<file path="config.mk">
export PLATFORM = sky130hd
export DESIGN_NAME = dpb_rr_arbiter
export DESIGN_NICKNAME = d
export VERILOG_FILES = /design/src/rtl/dpb_pkg.sv /design/src/rtl/dpb_rr_pick.sv /design/src/rtl/dpb_rr_arbiter.sv
export SDC_FILE = /design/constraint.sdc
export NUM_CORES = 1
export LEC_CHECK = 0
export ABC_CLOCK_PERIOD_IN_PS = 2000
export BUFFER_PORTS_ARGS = -buffer_cell sky130_fd_sc_hd__clkbuf_2
export CAP_MARGIN = 5
export CORE_MARGIN = 8
export CORE_UTILIZATION = 36
export CTS_CLUSTER_DIAMETER = 100
export DETAILED_ROUTE_END_ITERATION = 12
export PLACE_DENSITY = 0.86
export REMOVE_ABC_BUFFERS = 1
export SLEW_MARGIN = 0
export SYNTH_ARGS = -nofsm -noshare
export SYNTH_HDL_FRONTEND = slang
export SYNTH_SLANG_ARGS = --single-unit
</file>
<file path="constraint.sdc">
create_clock -name clk -period 2 [get_ports clk]
set_input_delay 0.4 -clock clk [delete_from_list [all_inputs] [get_ports clk]]
set_output_delay 0.4 -clock clk [all_outputs]
set_load 0.005 [all_outputs]
</file>
<file path="src/rtl/dpb_pkg.sv">
// Shared definitions for the data_processing_block (DPB) and its schedulers.
//   - DPB mode encodings
//   - arbiter state encoding
//   - default sizing for dpb_rr_arbiter
//   - index-width helper used by the arbiter and the picker
package dpb_pkg;

    localparam int unsigned DEF_NUM_REQ   = 4;
    localparam int unsigned DEF_DATA_W    = 8;
    localparam int unsigned DEF_MAX_BURST = 4;

    // Beat counter width; bounds MAX_BURST to 15
    localparam int unsigned BEAT_CNT_W = 4;

    typedef enum logic [1:0] {
        MODE_BYPASS = 2'b00,
        MODE_INC    = 2'b01,
        MODE_INV    = 2'b10,
        MODE_GAIN   = 2'b11
    } dpb_mode_e;

    typedef enum logic {
        ARB_IDLE  = 1'b0,
        ARB_GRANT = 1'b1
    } arb_state_e;

    // Width of a requester index; at least one bit so single-bit vectors stay legal
    function automatic int unsigned idx_w(input int unsigned n);
        return (n > 1) ? $clog2(n) : 1;
    endfunction

endpackage

</file>
<file path="src/rtl/dpb_rr_pick.sv">
// Combinational rotating-priority picker.
// Starting at rr_ptr and moving upward with wrap-around, returns the first set
// bit of req.
// Ports:
//   req    in  NUM_REQ  request vector
//   rr_ptr in  IDX_W    index with highest priority this cycle
//   any    out 1        at least one request is set
//   idx    out IDX_W    winning index (0 when any is low)
module dpb_rr_pick
    import dpb_pkg::*;
#(
    parameter int unsigned NUM_REQ = DEF_NUM_REQ,
    localparam int unsigned IDX_W  = idx_w(NUM_REQ)
) (
    input  logic [NUM_REQ-1:0] req,
    input  logic [IDX_W-1:0]   rr_ptr,
    output logic               any,
    output logic [IDX_W-1:0]   idx
);

    // One extra bit so rr_ptr + offset never overflows before the modulo
    localparam int unsigned SUM_W = IDX_W + 1;

    logic [SUM_W-1:0] cand_sum;
    logic [IDX_W-1:0] cand;

    // Scan NUM_REQ positions from rr_ptr; the first hit wins
    always_comb begin
        any      = 1'b0;
        idx      = '0;
        cand_sum = '0;
        cand     = '0;
        for (int unsigned k = 0; k < NUM_REQ; k++) begin
            cand_sum = {1'b0, rr_ptr} + SUM_W'(k);
            if (cand_sum >= SUM_W'(NUM_REQ)) begin
                cand_sum = cand_sum - SUM_W'(NUM_REQ);
            end
            cand = cand_sum[IDX_W-1:0];
            if (!any && req[cand]) begin
                any = 1'b1;
                idx = cand;
            end
        end
    end

endmodule

</file>
<file path="src/rtl/dpb_rr_arbiter.sv">
// Round-robin arbiter that shares one DPB between NUM_REQ requesters.
// A requester is granted for up to MAX_BURST beats; each accepted beat is
// tagged with its source so the DPB result is routed back to that requester.
// The DPB is instantiated by the parent and shares this block's reset.
// Ports:
//   clk, rst_n    clock, synchronous active-low reset
//   req_valid/req_ready/req_data/req_mode   per-requester input channel
//   dp_valid/dp_ready/dp_data/dp_mode       to/from DPB input side
//   dp_out_valid/dp_out_ready/dp_out_data   from/to DPB output side
//   rsp_valid/rsp_ready                     per-requester result handshake
//   rsp_data                                result data, broadcast
module dpb_rr_arbiter
    import dpb_pkg::*;
#(
    parameter int unsigned NUM_REQ   = DEF_NUM_REQ,
    parameter int unsigned DATA_W    = DEF_DATA_W,
    parameter int unsigned MAX_BURST = DEF_MAX_BURST
) (
    input  logic                      clk,
    input  logic                      rst_n,
    input  logic [NUM_REQ-1:0]        req_valid,
    output logic [NUM_REQ-1:0]        req_ready,
    input  logic [NUM_REQ*DATA_W-1:0] req_data,
    input  logic [NUM_REQ*2-1:0]      req_mode,
    output logic                      dp_valid,
    input  logic                      dp_ready,
    output logic [DATA_W-1:0]         dp_data,
    output logic [1:0]                dp_mode,
    input  logic                      dp_out_valid,
    output logic                      dp_out_ready,
    input  logic [DATA_W-1:0]         dp_out_data,
    output logic [NUM_REQ-1:0]        rsp_valid,
    input  logic [NUM_REQ-1:0]        rsp_ready,
    output logic [DATA_W-1:0]         rsp_data
);

    localparam int unsigned IDX_W = idx_w(NUM_REQ);
    localparam int unsigned CNT_W = BEAT_CNT_W;

    arb_state_e       state_q,     state_d;
    logic [IDX_W-1:0] grant_idx_q, grant_idx_d;
    logic [IDX_W-1:0] rr_ptr_q,    rr_ptr_d;
    logic [IDX_W-1:0] tag_q,       tag_d;
    logic [CNT_W-1:0] beat_cnt_q,  beat_cnt_d;

    logic             pick_any;
    logic [IDX_W-1:0] pick_idx;
    logic             granted;
    logic             owner_valid;
    logic             accept;
    logic             last_beat;
    logic [IDX_W-1:0] next_ptr;

    dpb_rr_pick #(
        .NUM_REQ (NUM_REQ)
    ) u_pick (
        .req    (req_valid),
        .rr_ptr (rr_ptr_q),
        .any    (pick_any),
        .idx    (pick_idx)
    );

    // Steer the granted requester onto the DPB input; everything is gated by state
    always_comb begin
        granted     = (state_q == ARB_GRANT);
        owner_valid = req_valid[grant_idx_q];
        dp_valid    = granted && owner_valid;
        dp_data     = '0;
        dp_mode     = '0;
        req_ready   = '0;
        for (int unsigned i = 0; i < NUM_REQ; i++) begin
            if (granted && (grant_idx_q == IDX_W'(i))) begin
                dp_data      = req_data[i*DATA_W +: DATA_W];
                dp_mode      = req_mode[i*2 +: 2];
                req_ready[i] = dp_ready;
            end
        end
        accept = dp_valid && dp_ready;
    end

    // Route the DPB result to the requester recorded in tag
    always_comb begin
        rsp_valid    = '0;
        dp_out_ready = rsp_ready[tag_q];
        for (int unsigned i = 0; i < NUM_REQ; i++) begin
            if (tag_q == IDX_W'(i)) begin
                rsp_valid[i] = dp_out_valid;
            end
        end
    end

    assign rsp_data = dp_out_data;

    // Next-state: grant, burst counting, release and pointer rotation
    always_comb begin
        state_d     = state_q;
        grant_idx_d = grant_idx_q;
        rr_ptr_d    = rr_ptr_q;
        beat_cnt_d  = beat_cnt_q;
        tag_d       = tag_q;
        next_ptr    = (grant_idx_q == IDX_W'(NUM_REQ - 1)) ? '0
                                                           : IDX_W'(grant_idx_q + IDX_W'(1));
        last_beat   = (CNT_W'(beat_cnt_q + CNT_W'(1)) == CNT_W'(MAX_BURST));

        case (state_q)
            ARB_IDLE: begin
                if (pick_any) begin
                    state_d     = ARB_GRANT;
                    grant_idx_d = pick_idx;
                    beat_cnt_d  = '0;
                end
            end
            ARB_GRANT: begin
                // tag moves on the same edge the DPB captures this beat
                if (accept) begin
                    beat_cnt_d = CNT_W'(beat_cnt_q + CNT_W'(1));
                    tag_d      = grant_idx_q;
                end
                // Release on a full burst or as soon as the owner goes quiet
                if (!owner_valid || (accept && last_beat)) begin
                    state_d  = ARB_IDLE;
                    rr_ptr_d = next_ptr;
                end
            end
            default: begin
                state_d = ARB_IDLE;
            end
        endcase
    end

    // State and bookkeeping registers
    always_ff @(posedge clk) begin
        if (!rst_n) begin
            state_q     <= ARB_IDLE;
            grant_idx_q <= '0;
            rr_ptr_q    <= '0;
            beat_cnt_q  <= '0;
            tag_q       <= '0;
        end else begin
            state_q     <= state_d;
            grant_idx_q <= grant_idx_d;
            rr_ptr_q    <= rr_ptr_d;
            beat_cnt_q  <= beat_cnt_d;
            tag_q       <= tag_d;
        end
    end

endmodule

</file>
==> flow_summary.json <==
{
  "synth_cell_types": 34,
  "violations": "negative setup slack",
  "fin_crit_sh": 1.02,
  "cp.required_ns": 1.60,
  "use_met2": 0.233,
  "max-slew-margin-rel": 0.792,
  "fin_tns_setup_ns": -0.193,
  "yosys_register_bits": 11,
  "path_clk_slew_ns": 0.07,
  "drt_iter0_markers": 45,
  "synth_simple_gate_area_frac": 0.312,
  "max-cap-violations": 0,
  "row_count": 20,
  "cp-start-kind": "flop",
  "rsz0062_at_grt": "true",
  "ir_drop_v": 0.000299,
  "hp-start": "rr_ptr_q[0]",
  "worst_slack_ns": -0.0472,
  "cts.htree.levels": 1,
  "cts_buffers": 3,
  "end_kind": "primary output",
  "antenna_found_initial": 0,
  "maxSlewViolCount": 0,
  "cts_root_buf": "clkbuf_4",
  "core_area_um2": 3050,
  "busiest_layer": "met2",
  "hold_class": "reg -> reg",
  "fillCellCount": 308,
  "period_needed_ns": 2.05,
  "synth_cells": 157,
  "grt_pass1_vias": 1366,
  "synth_top_area_cell": "dfxtp_1",
  "hold_buffers": 0,
  "hpwl_mm": 2.95,
  "rr_worst_depth": 7,
  "ant_nets": 0,
  "cts_tree": "done",
  "grt_pass1_wl_mm": 5.93,
  "cp.arrival_ns": 1.65,
  "synth_area_leaders": "dfxtp_1 19%, a22o_1 7.6%, o21ai_0 7.3%, nand2_1 7.1%, and3b_1 6.0%",
  "die_h_um": 72.8,
  "track_usage": 0.136,
  "r2r_setup_slack_ns": 0.05,
  "port_buffers": 71,
  "synth_top_family_by_area": "simple AND/OR/NAND/NOR gates",
  "power.switching_w": 0.000290,
  "die_area_um2": 5290,
  "fmax_ghz": 0.488,
  "p_sw_frac": 0.354,
  "hold_depth": 2,
  "synth_xor_area_frac": 0,
  "layout-drive-gt1-share": 0.482,
  "synthAdderAreaFrac": 0.0539,
  "crit_type": "reg -> out",
  "intPower_w": 0.000531,
  "place_ws_ns": 0.0296,
  "p_per_area_nw_per_um2": 482,
  "r2r-end": "beat_cnt_q[1]",
  "use_met3": 0.0714,
  "drt_wl_total_mm": 3.95,
  "critPathMaxFanout": 7,
  "place_congestion": 0.879,
  "die_x_um": 72.8,
  "grt-ovfl-total": 0,
  "ios": 88,
  "hold_violations": 0,
  "tightest_slew_ns": 0.307,
  "status": "finished, violations left",
  "fin_nets": 292,
  "via_count": 1419,
  "synthesis.area_um2": 1160,
  "cts_sinks": 11,
  "clk_latency_ns": 0.28,
  "muxShareOfSynthArea": 0.0734,
  "start_util": 0.380,
  "r2r_start": "grant_idx_q[1]",
  "grt_start_max_net_pins": 22,
  "p_comb_frac": 0.508,
  "cts_max_path_buffers": 2,
  "n_antenna_cell": 0,
  "seq_area_frac_synth": 0.190,
  "via_per_inst": 5.26,
  "setup_viol": 8,
  "area_delta_synth_final_pct": 46.9,
  "synth.avg_cell_area_um2": 7.39,
  "yosys_warnings": 0,
  "clkPwrFrac": 0.191,
  "p_leak_nw": 0.826,
  "synth_compound_area_frac": 0.271,
  "met1_usage": 0.141,
  "seqPwrFrac": 0.301,
  "drc_errors": 0,
  "synth_top_cell_area_share": 0.190,
  "routedWlPerCell_um": 14.6,
  "fin_skew_ns": 0.0114,
  "hold_end": "rr_ptr_q[0]",
  "drt_first_pass_iters": 4
}
[area by class of cell]
class                   count  area (um^2)  share of cell area
flip-flops and latches     11          225               0.132
clock inverters             1         5.00             0.00294
clock buffers               3         22.5              0.0132
well taps                  44         55.1              0.0323
repair buffers             83          475               0.279
multi-input cells         125          907               0.532
inverters                   3         13.8             0.00808
[worst max-delay path by stage]
| stage | startpoint | to | depth (start not counted) |
|---|---|---|---|
| final | grant_idx_q[1] | dp_data[4] | 8 |
| after detailed placement | grant_idx_q[0] | dp_data[2] | 7 |
| after global placement | grant_idx_q[0] | dp_data[2] | 7 |
| after floorplan | grant_idx_q[1] | dp_data[7] | 6 |
| after global routing | grant_idx_q[1] | dp_data[4] | 8 |
| after CTS | grant_idx_q[1] | dp_data[6] | 8 |
[layer usage]
metal,vias up,share of wire
li1,698,-
met1,622,0.40
met2,96,0.44
met3,3,0.16
met4,0,0.0043
met5,-,0
[Yosys cell counts]
cell type and n:
nand2_1 22, o21ai_0 17, dfxtp_1 11, a21oi_1 10
a22o_1 10, and3b_1 8, buf_4 8, clkbuf_1 7
and3_1 6, nand3_1 6, nor2_1 6, nor2b_1 6
ha_1 5, mux2i_1 4, a22oi_1 3, inv_1 3
a21boi_0 2, and2_1 2, buf_1 2, mux4_2 2
nand2b_1 2, nor3b_1 2, o21a_1 2, a21boi_1 1
and2_0 1, and3_4 1, buf_6 1, nor4_1 1
o211ai_1 1, o221ai_1 1, o22ai_1 1, o41ai_1 1
or2_2 1, or4bb_1 1
[cell usage in the layout, fill, tap and decap left out, types with 2 or more instances in the layout]
| cell | n |
|---|---|
| clkbuf_2 | 70 |
| nand2_1 | 22 |
| a22o_1 | 10 |
| buf_4 | 10 |
| o21ai_0 | 9 |
| dfxtp_1 | 9 |
| and3b_1 | 8 |
| o21ai_1 | 8 |
| and3_1 | 6 |
| nor2_1 | 6 |
| nand3_1 | 6 |
| a21oi_2 | 5 |
| nor2b_1 | 5 |
| a21oi_1 | 5 |
| mux2i_1 | 4 |
| a22oi_2 | 3 |
| ha_4 | 3 |
| clkbuf_4 | 3 |
| mux4_2 | 2 |
| nor3b_1 | 2 |
| o21a_1 | 2 |
| a21boi_0 | 2 |
| nand2b_1 | 2 |
[kinds of logic (layout without fill, tap and decap cells)]
logic type	after synthesis	in the layout
simple gates	65	65
compound gates	49	49
flops	11	11
buf+inv	21	90
mux	6	6
fa+ha+maj	5	5
[power by group through the flow]
stage	logic (W)	registers, W	clock network, W
finish	0.000417	0.000248	0.000157
global route	0.000460	0.000250	0.000171
CTS	0.000391	0.000247	0.000158
detailed placement	0.000337	0.000250	0
global placement	0.000333	0.000249	0
floorplan	0.000177	0.000253	0
[flip-flops by register name, summed over array words and instances (netlist names)]
name         count
beat_cnt_q       4
grant_idx_q      2
granted          1
rr_ptr_q         2
tag_q            2
[worst max-delay path: stages, from the launching register on]
cell,delay [ns]
dfxtp_2,0.35
inv_4,0.05
ha_4,0.17
clkbuf_16,0.16
buf_4,0.15
a21oi_2,0.12
o21ai_1,0.09
a22o_1,0.20
clkbuf_2,0.11
[what timing repair did]
| action | CTS | global route |
|---|---|---|
| setup endpoints to repair | 12 | 11 |
| resized for setup | 27 | 7 |
| buffers inserted | 5 | 1 |
| pin swaps | 1 | 3 |
| gates cloned | 0 | 1 |
[stage by stage]
| stage | std cells | hold slack [ns] | cell area (um^2) | util | power, W |
|---|---|---|---|---|---|
| after floorplan | 139 | 0.449 | 1050 | - | 0.000430 |
| after global placement | 259 | 0.474 | 1520 | 0.496 | 0.000581 |
| after detailed placement | 259 | 0.493 | 1520 | 0.496 | 0.000587 |
| after CTS | 268 | 0.489 | 1660 | 0.543 | 0.000796 |
| after global routing | 270 | 0.544 | 1700 | 0.558 | 0.000881 |
| final | 270 | 0.485 | 1700 | 0.558 | 0.000821 |
(Power assumes the default switching activity.)
